==> src/rtl/reset_sequencer_pkg.sv <==
// ----------------------------------------------------------------------------
// reset_seq_pkg
// Shared types and constants for the reset sequencer.
//   rs_state_t : sequencer FSM states
//   DOM_*      : domain indices in release order (memory, GEMM, core)
// ----------------------------------------------------------------------------
package reset_seq_pkg;

    typedef enum logic [2:0] {
        HOLD    = 3'd0,
        RELEASE = 3'd1,
        WAIT    = 3'd2,
        GAP     = 3'd3,
        RUN     = 3'd4
    } rs_state_t;

    localparam int DOM_MEM  = 0;
    localparam int DOM_GEMM = 1;
    localparam int DOM_CORE = 2;

endpackage

==> src/rtl/reset_sequencer_sync.sv <==
// ----------------------------------------------------------------------------
// sync_ff
// Multi-flop level synchronizer for an asynchronous input.
//   clk  : destination clock
//   rst  : asynchronous active-high reset, flops clear to 0
//   d_i  : asynchronous level input
//   q_o  : synchronized level, STAGES clk edges behind d_i
// ----------------------------------------------------------------------------
module sync_ff #(
    parameter int STAGES = 2
) (
    input  logic clk,
    input  logic rst,
    input  logic d_i,
    output logic q_o
);

    logic [STAGES-1:0] sync_q;

    // Shift chain: d_i enters at bit 0, the oldest sample leaves at the top.
    always_ff @(posedge clk or posedge rst) begin
        if (rst) begin
            sync_q <= '0;
        end else begin
            sync_q <= {sync_q[STAGES-2:0], d_i};
        end
    end

    assign q_o = sync_q[STAGES-1];

endmodule

==> src/rtl/reset_sequencer.sv <==
// ----------------------------------------------------------------------------
// reset_sequencer
// Releases per-domain resets in index order once the (synchronized) reset
// request has been low for MIN_HOLD cycles. Each release waits for that
// domain's init-done or a timeout, followed by a settle gap.
//   clk           : system clock
//   rst           : asynchronous active-high reset
//   rst_req_i     : stretched reset request, asynchronous level
//   init_done_i   : per-domain init complete (clk domain, level)
//   dom_rst_o     : per-domain reset, active-high
//   ready_o       : all domains released and settled
//   timeout_err_o : sticky per-domain timeout flag for the last sequence
//   rst_count_o   : saturating count of synchronized rst_req rising edges
// ----------------------------------------------------------------------------
module reset_sequencer
    import reset_seq_pkg::*;
#(
    parameter int NUM_DOMAINS    = 3,
    parameter int SYNC_STAGES    = 2,
    parameter int MIN_HOLD       = 4,
    parameter int GAP_CYCLES     = 8,
    parameter int TIMEOUT_CYCLES = 256,
    parameter int CNT_W          = 8
) (
    input  logic                   clk,
    input  logic                   rst,
    input  logic                   rst_req_i,
    input  logic [NUM_DOMAINS-1:0] init_done_i,
    output logic [NUM_DOMAINS-1:0] dom_rst_o,
    output logic                   ready_o,
    output logic [NUM_DOMAINS-1:0] timeout_err_o,
    output logic [CNT_W-1:0]       rst_count_o
);

    localparam int HOLD_W = $clog2(MIN_HOLD + 1);
    localparam int WAIT_W = $clog2(TIMEOUT_CYCLES + 1);
    localparam int GAP_W  = $clog2(GAP_CYCLES + 1);
    localparam int IDX_W  = (NUM_DOMAINS > 1) ? $clog2(NUM_DOMAINS) : 1;

    logic                   req_s;
    logic                   req_prev_q;
    logic                   rise_s;
    rs_state_t              state_q;
    logic [HOLD_W-1:0]      hold_cnt_q;
    logic [WAIT_W-1:0]      wait_cnt_q;
    logic [GAP_W-1:0]       gap_cnt_q;
    logic [IDX_W-1:0]       idx_q;
    logic [NUM_DOMAINS-1:0] dom_rst_q;
    logic                   ready_q;
    logic [NUM_DOMAINS-1:0] timeout_err_q;
    logic [CNT_W-1:0]       rst_count_q;
    logic [CNT_W-1:0]       rst_count_d;

    sync_ff #(
        .STAGES (SYNC_STAGES)
    ) u_req_sync (
        .clk (clk),
        .rst (rst),
        .d_i (rst_req_i),
        .q_o (req_s)
    );

    assign rise_s = req_s & ~req_prev_q;

    // Edge-detect register for the synchronized request.
    always_ff @(posedge clk or posedge rst) begin
        if (rst) begin
            req_prev_q <= 1'b0;
        end else begin
            req_prev_q <= req_s;
        end
    end

    // Saturating next value of the reset-event counter.
    always_comb begin
        if (rise_s && (rst_count_q != {CNT_W{1'b1}})) begin
            rst_count_d = rst_count_q + CNT_W'(1);
        end else begin
            rst_count_d = rst_count_q;
        end
    end

    // Reset-event counter register; only the hard reset clears it.
    always_ff @(posedge clk or posedge rst) begin
        if (rst) begin
            rst_count_q <= '0;
        end else begin
            rst_count_q <= rst_count_d;
        end
    end

    // Sequencer FSM with its counters and registered outputs.
    always_ff @(posedge clk or posedge rst) begin
        if (rst) begin
            state_q       <= HOLD;
            hold_cnt_q    <= '0;
            wait_cnt_q    <= '0;
            gap_cnt_q     <= '0;
            idx_q         <= '0;
            dom_rst_q     <= '1;
            ready_q       <= 1'b0;
            timeout_err_q <= '0;
        end else if (req_s) begin
            // A live request restarts from scratch in every state; it also
            // wins over a timeout landing on the same edge.
            state_q       <= HOLD;
            hold_cnt_q    <= '0;
            wait_cnt_q    <= '0;
            gap_cnt_q     <= '0;
            idx_q         <= '0;
            dom_rst_q     <= '1;
            ready_q       <= 1'b0;
            timeout_err_q <= '0;
        end else begin
            case (state_q)
                HOLD: begin
                    dom_rst_q <= '1;
                    ready_q   <= 1'b0;
                    if (hold_cnt_q == HOLD_W'(MIN_HOLD - 1)) begin
                        hold_cnt_q <= '0;
                        idx_q      <= '0;
                        state_q    <= RELEASE;
                    end else begin
                        hold_cnt_q <= hold_cnt_q + HOLD_W'(1);
                    end
                end
                RELEASE: begin
                    dom_rst_q[idx_q] <= 1'b0;
                    wait_cnt_q       <= '0;
                    state_q          <= WAIT;
                end
                WAIT: begin
                    if (init_done_i[idx_q]) begin
                        gap_cnt_q <= '0;
                        state_q   <= GAP;
                    end else if (wait_cnt_q == WAIT_W'(TIMEOUT_CYCLES - 1)) begin
                        // Give up on this domain but leave it released.
                        timeout_err_q[idx_q] <= 1'b1;
                        gap_cnt_q            <= '0;
                        state_q              <= GAP;
                    end else begin
                        wait_cnt_q <= wait_cnt_q + WAIT_W'(1);
                    end
                end
                GAP: begin
                    if (gap_cnt_q == GAP_W'(GAP_CYCLES - 1)) begin
                        gap_cnt_q <= '0;
                        if (idx_q == IDX_W'(NUM_DOMAINS - 1)) begin
                            ready_q   <= 1'b1;
                            dom_rst_q <= '0;
                            state_q   <= RUN;
                        end else begin
                            idx_q   <= idx_q + IDX_W'(1);
                            state_q <= RELEASE;
                        end
                    end else begin
                        gap_cnt_q <= gap_cnt_q + GAP_W'(1);
                    end
                end
                RUN: begin
                    ready_q   <= 1'b1;
                    dom_rst_q <= '0;
                end
                default: begin
                    state_q    <= HOLD;
                    hold_cnt_q <= '0;
                    idx_q      <= '0;
                    dom_rst_q  <= '1;
                    ready_q    <= 1'b0;
                end
            endcase
        end
    end

    assign dom_rst_o     = dom_rst_q;
    assign ready_o       = ready_q;
    assign timeout_err_o = timeout_err_q;
    assign rst_count_o   = rst_count_q;

endmodule

==> config.mk <==
export PLATFORM = sky130hd
export DESIGN_NAME = reset_sequencer
export DESIGN_NICKNAME = d
export VERILOG_FILES = /design/src/rtl/reset_sequencer_pkg.sv /design/src/rtl/reset_sequencer_sync.sv /design/src/rtl/reset_sequencer.sv
export SDC_FILE = /design/constraint.sdc
export NUM_CORES = 1
export LEC_CHECK = 0
export CORE_ASPECT_RATIO = 1.75
export CORE_UTILIZATION = 56
export DETAILED_ROUTE_END_ITERATION = 10
export PLACE_DENSITY = 0.76
export SKIP_LAST_GASP = 1
export SYNTH_ARGS = -nofsm -noshare
export SYNTH_HDL_FRONTEND = slang
export SYNTH_HIERARCHICAL = 1
export SYNTH_SLANG_ARGS = --single-unit
==> constraint.sdc <==
create_clock -name clk -period 2.2 [get_ports clk]
set_input_delay 0.55 -clock clk [delete_from_list [all_inputs] [get_ports clk]]
set_output_delay 0.55 -clock clk [all_outputs]
set_load 0.01 [all_outputs]
==> impl_results.md, run 1 <==
- Layout cell share with drive strength beyond 1: 15.8%
- Fin. Hold Viols: 0
- Hold endpoint: u_req_sync/sync_q[1]
- PD cells: just under 900 mW/mm^2
- Die area: just over 0.004 sq mm
- Critical Path AT: ~2.3 ns
- Worst setup path class: flop to flop
- Distinct cells, synth: 56
- Synth Cell Area: around 0.0021 sq mm
- Max-slew violations: 0
- Initial antenna violation count: 0
- Core Area: 0.00363 sq mm
- Final Non-Filler Cells: 286
- Hold path cells: 0
- Final WL: 5000 um
- Num ports: 21
- Worst Min Path Start: u_req_sync/sync_q[0]
- DR DRC count: 0
- TritonCTS Buffers: 5
- Crit end category: flop
- Number of DRC markers in iteration 0: 75
- Hold Crit Class: flop to flop
- EDFF count, synth: 0
- Area delta synth->final: 17.3%
- Status: finished, final reports clean
- Clk root buf: clkbuf_8
- Highest Clock Rate: around 0.48 GHz
- Tmin final: roughly 2.1 ns
- Peak VDD IR: between 0.6 and 0.7 mV
- Fin Clk Skew: 0.00569 ns
- CTS Buffer Depth: 2
- Diodes inserted: 0
- Top_reg_cell synth: dfrtp_1
- CTS tree: yes
- Slew @ Worst Pin: ~0.47 ns
- Worst-Skew Late Latency: 0.29 ns
- Register area share after synthesis: between 40 and 50%
- DIE WIDTH: between 40 and 50 um
- Async S/R FF share, synth: between 90% and 100%
- Most common cell after layout, fill and taps aside: dfrtp_1
- Global Route Usage Sum: ~28%
- CP Data Required Time: 2.41 ns
- Worst r2r src: wait_cnt_q[0]
- Layout filler cell count: 288
- Hold WS: ~0.36 ns
- Final Setup Violations: 0
- Crit path launch type: flop
- CP max FO: 5
- FP Rows: 29
- Initial Utilization: between 50% and 60%
- Slew margin rel.: 68.5%
- Period utilization: between 90% and 100%
- Flops & latches, synth: 39
- DRT Pass-1 Iters: 4
- DP HPWL: roughly 3600 um
- Nets: ~250
- Commonest non-fill, non-tap cells in the layout: dfrtp_1, nand2_1, clkdlybuf4s50_1, nor2_1, a21oi_1
- Vias in the first global route: 1875
- Vias per cell: slightly above 6
- First-pass GRT wire length: between 8000 and 9000 um
- Via count: around 1700
- Final global-route overflow total: 0
- Placed cells: between 200 and 300
- CTS HTree Levels: 2
- Final setup TNS: 0 ns
- Clk sink count: 39
- Leakage power: around 1.1 nW
- RR Endpoint: wait_cnt_q[4]
- Slack of the worst reg-to-reg path: around 0.11 ns
- Yosys warning count: 6
- DRT antenna net count: 0
- Clock slew at reported path FFs: 0.07 ns
- Routability Congestion: 0.910
- Reg2Reg Depth: 9
- Cells after synthesis: roughly 210
- Largest net degree at the start of global routing: 38
- Routed wire per std cell: 17.5 um
- IO Port Bufs: 20
- RSZ-0062 raised after global routing: false
- Max cap viols: 0
- Final Power: around 2.2 mW
- Mean Syn Cell Area: between 9 and 10 sq um
- Syn_nets: ~230
- Die Height: between 80 and 90 um
==> area by class of cell <==
class / instances / area [sq um] / area share, %
inverters: 9 / 33.8 / 1.36
clock inverters: 1 / 5.00 / 0.201
clock buffers: 7 / 76.3 / 3.06
well taps: 46 / 57.6 / 2.31
multi-input cells: 156 / 1080 / 43.2
repair buffers: 28 / 264 / 10.6
flip-flops and latches: 39 / 980 / 39.3
==> Yosys cell counts, drive strengths merged, types with 3 or more instances <==
| library cell | count | area, sq um |
|---|---|---|
| o2111a | 3 | 33.8 |
| nor2b | 4 | 32.5 |
| mux2 | 3 | 33.8 |
| inv | 9 | 33.8 |
| nand3 | 11 | 55.1 |
| a21oi | 14 | 81.3 |
| ha | 8 | 100 |
| nor2 | 17 | 66.3 |
| nor3 | 3 | 15.0 |
| buf | 6 | 48.8 |
| clkbuf | 4 | 15.0 |
| dfstp | 3 | 78.8 |
| xor2 | 5 | 43.8 |
| nor4 | 4 | 25.0 |
| nand2 | 24 | 90.1 |
| o32ai | 3 | 33.8 |
| o21ai | 15 | 75.1 |
| dfrtp | 36 | 901 |
==> sequential cells by signal, indices dropped and copies added, names as in the netlist <==
| name | cells |
|---|---|
| wait_cnt_q | 9 |
| rst_count_o | 8 |
| gap_cnt_q | 4 |
| dom_rst_o | 3 |
| hold_cnt_q | 3 |
| state_q | 3 |
| timeout_err_o | 3 |
| idx_q | 2 |
| u_req_sync/sync_q | 2 |
| ready_o | 1 |
| req_prev_q | 1 |
==> cells by family after synthesis <==
family,after synthesis,synth area share [%]
simple gates,81,20.0
compound gates,56,19.4
flops,39,46.1
buf+inv,19,4.59
fa+ha+maj,8,4.71
xor+xnor,6,2.47
mux,5,2.71
==> stage by stage <==
stage | area, sq um | setup slack (ns) | utilization (%)
after floorplan | 2120 | 0.204 | -
after global placement | 2360 | 0.0660 | 65.1
after detailed placement | 2360 | -0.0103 | 65.1
after CTS | 2440 | 0.00573 | 67.4
after global routing | 2490 | 0.000539 | 68.7
final | 2490 | 0.106 | 68.7
==> layer usage <==
layer,GRT usage [%],up-vias,routed length [um]
li1,-,824,-
met1,29.9,850,1830
met2,50.8,48,2790
met3,3.28,21,143
met4,16.8,0,236
met5,0,-,0
==> how the worst max path moves through the flow <==
stage                        startpoint             to  depth (start not counted)
after CTS                 wait_cnt_q[0]  wait_cnt_q[4]                          9
after global routing      wait_cnt_q[0]  wait_cnt_q[7]                         10
after global placement    wait_cnt_q[0]  wait_cnt_q[6]                         10
after floorplan           wait_cnt_q[0]  wait_cnt_q[8]                          9
final                     wait_cnt_q[0]  wait_cnt_q[4]                          9
after detailed placement  wait_cnt_q[0]  wait_cnt_q[6]                         10
==> worst max-delay path, cell delays in order, from the launching register on <==
cell       delay (ns)
dfrtp_1          0.41
ha_2             0.22
nand3_2          0.12
or2_4            0.15
nor2_1           0.05
ha_2             0.19
inv_2            0.08
o2111ai_4        0.15
or4_4            0.54
o21ai_1          0.11
==> timing repair <==
item / 4_1_cts / 5_1_grt
setup buffers: 0 / 2
gates resized for setup: 1 / 9
setup endpoints to repair: 2 / 13
hold buffers: 0 / 0
==> power by group <==
group          switching, mW  total [mW]  internal [mW]
sequential             0.135       0.970          0.835
clock                  0.246       0.469          0.223
combinational          0.369       0.726          0.357
total                  0.750        2.17           1.41
No activity file was read; power rests on OpenSTA's default activity.
==> run 2, diff against run 1 <==
--- a/config.mk
+++ b/config.mk
@@ -5,10 +5,10 @@
 export SDC_FILE = /design/constraint.sdc
 export NUM_CORES = 1
 export LEC_CHECK = 0
-export CORE_ASPECT_RATIO = 1.75
-export CORE_UTILIZATION = 56
+export ABC_AREA = 1
+export CORE_UTILIZATION = 57
 export DETAILED_ROUTE_END_ITERATION = 10
-export PLACE_DENSITY = 0.76
+export PLACE_DENSITY = 0.77
 export SKIP_LAST_GASP = 1
 export SYNTH_ARGS = -nofsm -noshare
 export SYNTH_HDL_FRONTEND = slang
==> run 2 against run 1 <==
Compared with the run above:
- via count is 5.3% higher
- critical path depth is 2 higher
- combinational power hardly changed
- sequential share of layout area is 0.72 points lower
- largest power group unchanged
- register-to-register slack better by 0.17 ns
- clock skew is 0.0075 ns higher
- area after synthesis is 2.9% higher
- power is 5.5% higher
- largest cell class unchanged
- sequential cell count stayed put
- critical endpoint is now timeout_err_o[0]
- first-iteration DRC count is 59% higher
- hold slack worse by 0.0033 ns
- final area is 1.9% higher
==> impl_results.md, run 2 <==
- Vias in the first global route: 1797 (was 1875)
- Slowest cell on the critical path: dfrtp_1 (was or4_4)
- Mean Syn Cell Area: 7.67 sq um (was 9.93 sq um)
- Core Area: 0.00366 sq mm (was 0.00363 sq mm)
- Max-slew violations: 0 (unchanged)
- Worst-Skew Late Latency: 0.30 ns (was 0.29 ns)
- CTS Buffer Depth: 2 (unchanged)
- Area contributors post-synth: dfrtp_1, nand2_1, nand3_1 (was dfrtp_1, ha_1, nand2_1)
- Most frequent cell after synthesis: nand2_1 (was dfrtp_1)
- Final setup TNS: 0 ns (unchanged)
- Number of DRC markers in iteration 0: 119 (was 75)
- Max cap viols: 0 (unchanged)
- RSZ-0062 raised after global routing: false (unchanged)
- CP most frequent cell: o21ai_1 (was ha_2)
- Peak VDD IR: 0.826 mV (was 0.693 mV)
- Largest net degree at the start of global routing: 38 (unchanged)
- Synth cell count leaders: nand2_1, dfrtp_1, nand3_1 (was dfrtp_1, nand2_1, nor2_1)
- Worst setup path class: flop to flop (unchanged)
- Die Height: 63.9 um (was 83.5 um)
- TritonCTS Buffers: 5 (unchanged)
- Num ports: 21 (unchanged)
- Final global-route overflow total: 0 (unchanged)
- Routability Congestion: 0.956 (was 0.910)
- RR Endpoint: timeout_err_o[0] (was wait_cnt_q[4])
- Via count: 1836 (was 1743)
- Post-synth top area share: 41.2% (was 42.4%)
- Area delta synth->final: 16.1% (was 17.3%)
- Cells after synthesis: 285 (was 214)
- Final WL: 4390 um (was 5000 um)
- CTS tree: yes (unchanged)
- Cts repair resizes: 0 (was 1)
- Hold Crit Class: flop to flop (unchanged)
- Worst Min Path Start: u_req_sync/sync_q[0] (unchanged)
- Diodes inserted: 0 (unchanged)
- Crit end category: flop (unchanged)
- Clock slew at reported path FFs: 0.08 ns (was 0.07 ns)
- IO Port Bufs: 20 (unchanged)
- DRT antenna net count: 0 (unchanged)
- Commonest non-fill, non-tap cells in the layout: nand2_1, dfrtp_1, nand3_1, nor2_1, inv_1 (was dfrtp_1, nand2_1, clkdlybuf4s50_1, nor2_1, a21oi_1)
- FP Rows: 22 (was 29)
- CP startpoint: wait_cnt_q[0] (unchanged)
- Initial antenna violation count: 0 (unchanged)
- Critical Path AT: 2.10 ns (was 2.31 ns)
- Period utilization: 87.2% (was 95.2%)
- Flops & latches, synth: 39 (unchanged)
- Crit path launch type: flop (unchanged)
- EDFF count, synth: 0 (unchanged)
- DR DRC count: 0 (unchanged)
- Layout cell share with drive strength beyond 1: 10.6% (was 15.8%)
- Register area share after synthesis: 44.8% (was 46.1%)
- Slew @ Worst Pin: 0.455 ns (was 0.472 ns)
- Final Power: 2.28 mW (was 2.17 mW)
- Status: finished, final reports clean (unchanged)
- Yosys warning count: 6 (unchanged)
- Die area: 0.00409 sq mm (was 0.00405 sq mm)
- Slew margin rel.: 69.7% (was 68.5%)
- CP max FO: 6 (was 5)
- DIE WIDTH: 63.9 um (was 48.6 um)
- Distinct cells, synth: 28 (was 56)
- Most common cell after layout, fill and taps aside: nand2_1 (was dfrtp_1)
- Hold path cells: 0 (unchanged)
- Worst r2r src: wait_cnt_q[0] (unchanged)
- Post-synth top area cell: dfrtp_1 (unchanged)
- Syn_nets: 299 (was 228)
- CP peak stage delay: 0.40 ns (was 0.54 ns)
- PD cells: 900 mW/mm^2 (was 869 mW/mm^2)
- Highest Clock Rate: 0.521 GHz (was 0.478 GHz)
- Clk sink count: 39 (unchanged)
- Reg2Reg Depth: 11 (was 9)
- Final Setup Violations: 0 (unchanged)
- Fin Clk Skew: 0.0132 ns (was 0.00569 ns)
- Layout filler cell count: 302 (was 288)
- Core Util, Final: 69.3% (was 68.7%)
- Hold Buf Count CTS: 0 (unchanged)
- DRT Pass-1 Iters: 4 (unchanged)
- Slack of the worst reg-to-reg path: 0.28 ns (was 0.11 ns)
- Leakage power: 1.26 nW (was 1.05 nW)
- Vias per cell: 5.11 (was 6.09)
- Clk root buf: clkbuf_8 (unchanged)
- Tmin final: 1.92 ns (was 2.09 ns)
- CP Data Required Time: 2.38 ns (was 2.41 ns)
- Nets: 324 (was 253)
- Max FFs per register: 9 (unchanged)
- Top_reg_cell synth: dfrtp_1 (unchanged)
- Global Route Usage Sum: 24.7% (was 27.9%)
- Initial Utilization: 59.7% (was 58.6%)
- Biggest register: wait_cnt_q (unchanged)
- Synth Cell Area: 0.00219 sq mm (was 0.00212 sq mm)
- DP HPWL: 3180 um (was 3640 um)
- Post-CTS setup buffer count: 0 (unchanged)
- Routed wire per std cell: 12.2 um (was 17.5 um)
- CTS HTree Levels: 2 (unchanged)
- Hold endpoint: u_req_sync/sync_q[1] (unchanged)
- First-pass GRT wire length: 7710 um (was 8560 um)
- Async S/R FF share, synth: 100% (unchanged)
- Fin. Hold Viols: 0 (unchanged)
- Crit-path cells: ha_1 -> nand2_1 -> nor2_1 -> nand3_1 -> nor2_1 -> ha_1 -> inv_1 -> o21ai_1 -> o21ai_1 -> nand2_1 -> o21ai_1 (was ha_2 -> nand3_2 -> or2_4 -> nor2_1 -> ha_2 -> inv_2 -> o2111ai_4 -> or4_4 -> o21ai_1)
[run 2: layer usage]
metal	global-route usage [%]	share of wire, %	up-vias
met1	29.7	45	831
met3	5.54	3.0	11
li1	-	-	961
met5	0	0	-
met4	12.2	2.8	0
met2	41.4	49	33
[run 2: power breakdown]
part	internal [mW]	total, mW	switching, mW
combinational	0.297	0.728	0.431
sequential	0.833	0.958	0.125
clock	0.338	0.598	0.260
total	1.47	2.28	0.816
[run 2: worst max-delay path by stage]
stage	slack, ns	end	cells after the start
after global routing	0.13	timeout_err_o[0]	11
after detailed placement	0.30	timeout_err_o[0]	11
after floorplan	0.52	timeout_err_o[0]	11
final	0.28	timeout_err_o[0]	11
after CTS	0.28	dom_rst_o[1]	1
after global placement	0.31	timeout_err_o[2]	11
[run 2: logic make-up (layout without fill, tap and decap cells)]
kind of cell,Yosys count,in the layout,share of synthesized area (%)
AOI/OAI and AO/OA,21,21,5.67
DFF,39,39,44.8
and+or+nand+nor,180,180,36.5
xor gates and xnor gates,6,6,2.40
adders and majority gates,8,8,4.58
buffers and inverters,31,57,6.07
[run 2: critical path, delay by kind of cell, from the launching register on]
family / cells / cell delay [ns]
flops: 1 / 0.40
compound gates: 3 / 0.34
buf+inv: 1 / 0.07
fa+ha+maj: 2 / 0.37
simple gates: 5 / 0.62
[run 2: per-stage QoR]
step / instance area [sq um] / worst slack, ns / instances / hold WS (ns)
finish: 2540 / 0.281 / 359 / 0.352
global route: 2540 / 0.125 / 359 / 0.361
CTS: 2540 / 0.283 / 359 / 0.356
detailed placement: 2430 / 0.301 / 351 / 0.340
global placement: 2430 / 0.310 / 351 / 0.336
floorplan: 2190 / 0.522 / 285 / 0.291
[run 2: cell type report]
| class | instances | area, sq um | share of cell area [%] |
|---|---|---|---|
| Tap cell | 48 | 60.1 | 2.37 |
| Sequential cell | 39 | 980 | 38.6 |
| Clock inverter | 3 | 43.8 | 1.72 |
| Multi-Input combinational cell | 215 | 1070 | 42.3 |
| Inverter | 28 | 105 | 4.14 |
| Clock buffer | 5 | 68.8 | 2.71 |
| Timing Repair Buffer | 21 | 208 | 8.18 |
==> run 3, diff against run 2 <==
--- a/config.mk
+++ b/config.mk
@@ -10,6 +10,7 @@
 export DETAILED_ROUTE_END_ITERATION = 10
 export PLACE_DENSITY = 0.77
 export SKIP_LAST_GASP = 1
+export SLEW_MARGIN = 10
 export SYNTH_ARGS = -nofsm -noshare
 export SYNTH_HDL_FRONTEND = slang
 export SYNTH_HIERARCHICAL = 1
==> results of run 3 <==
Same layout as run 2: the final DEF is identical, and so are final timing and power.
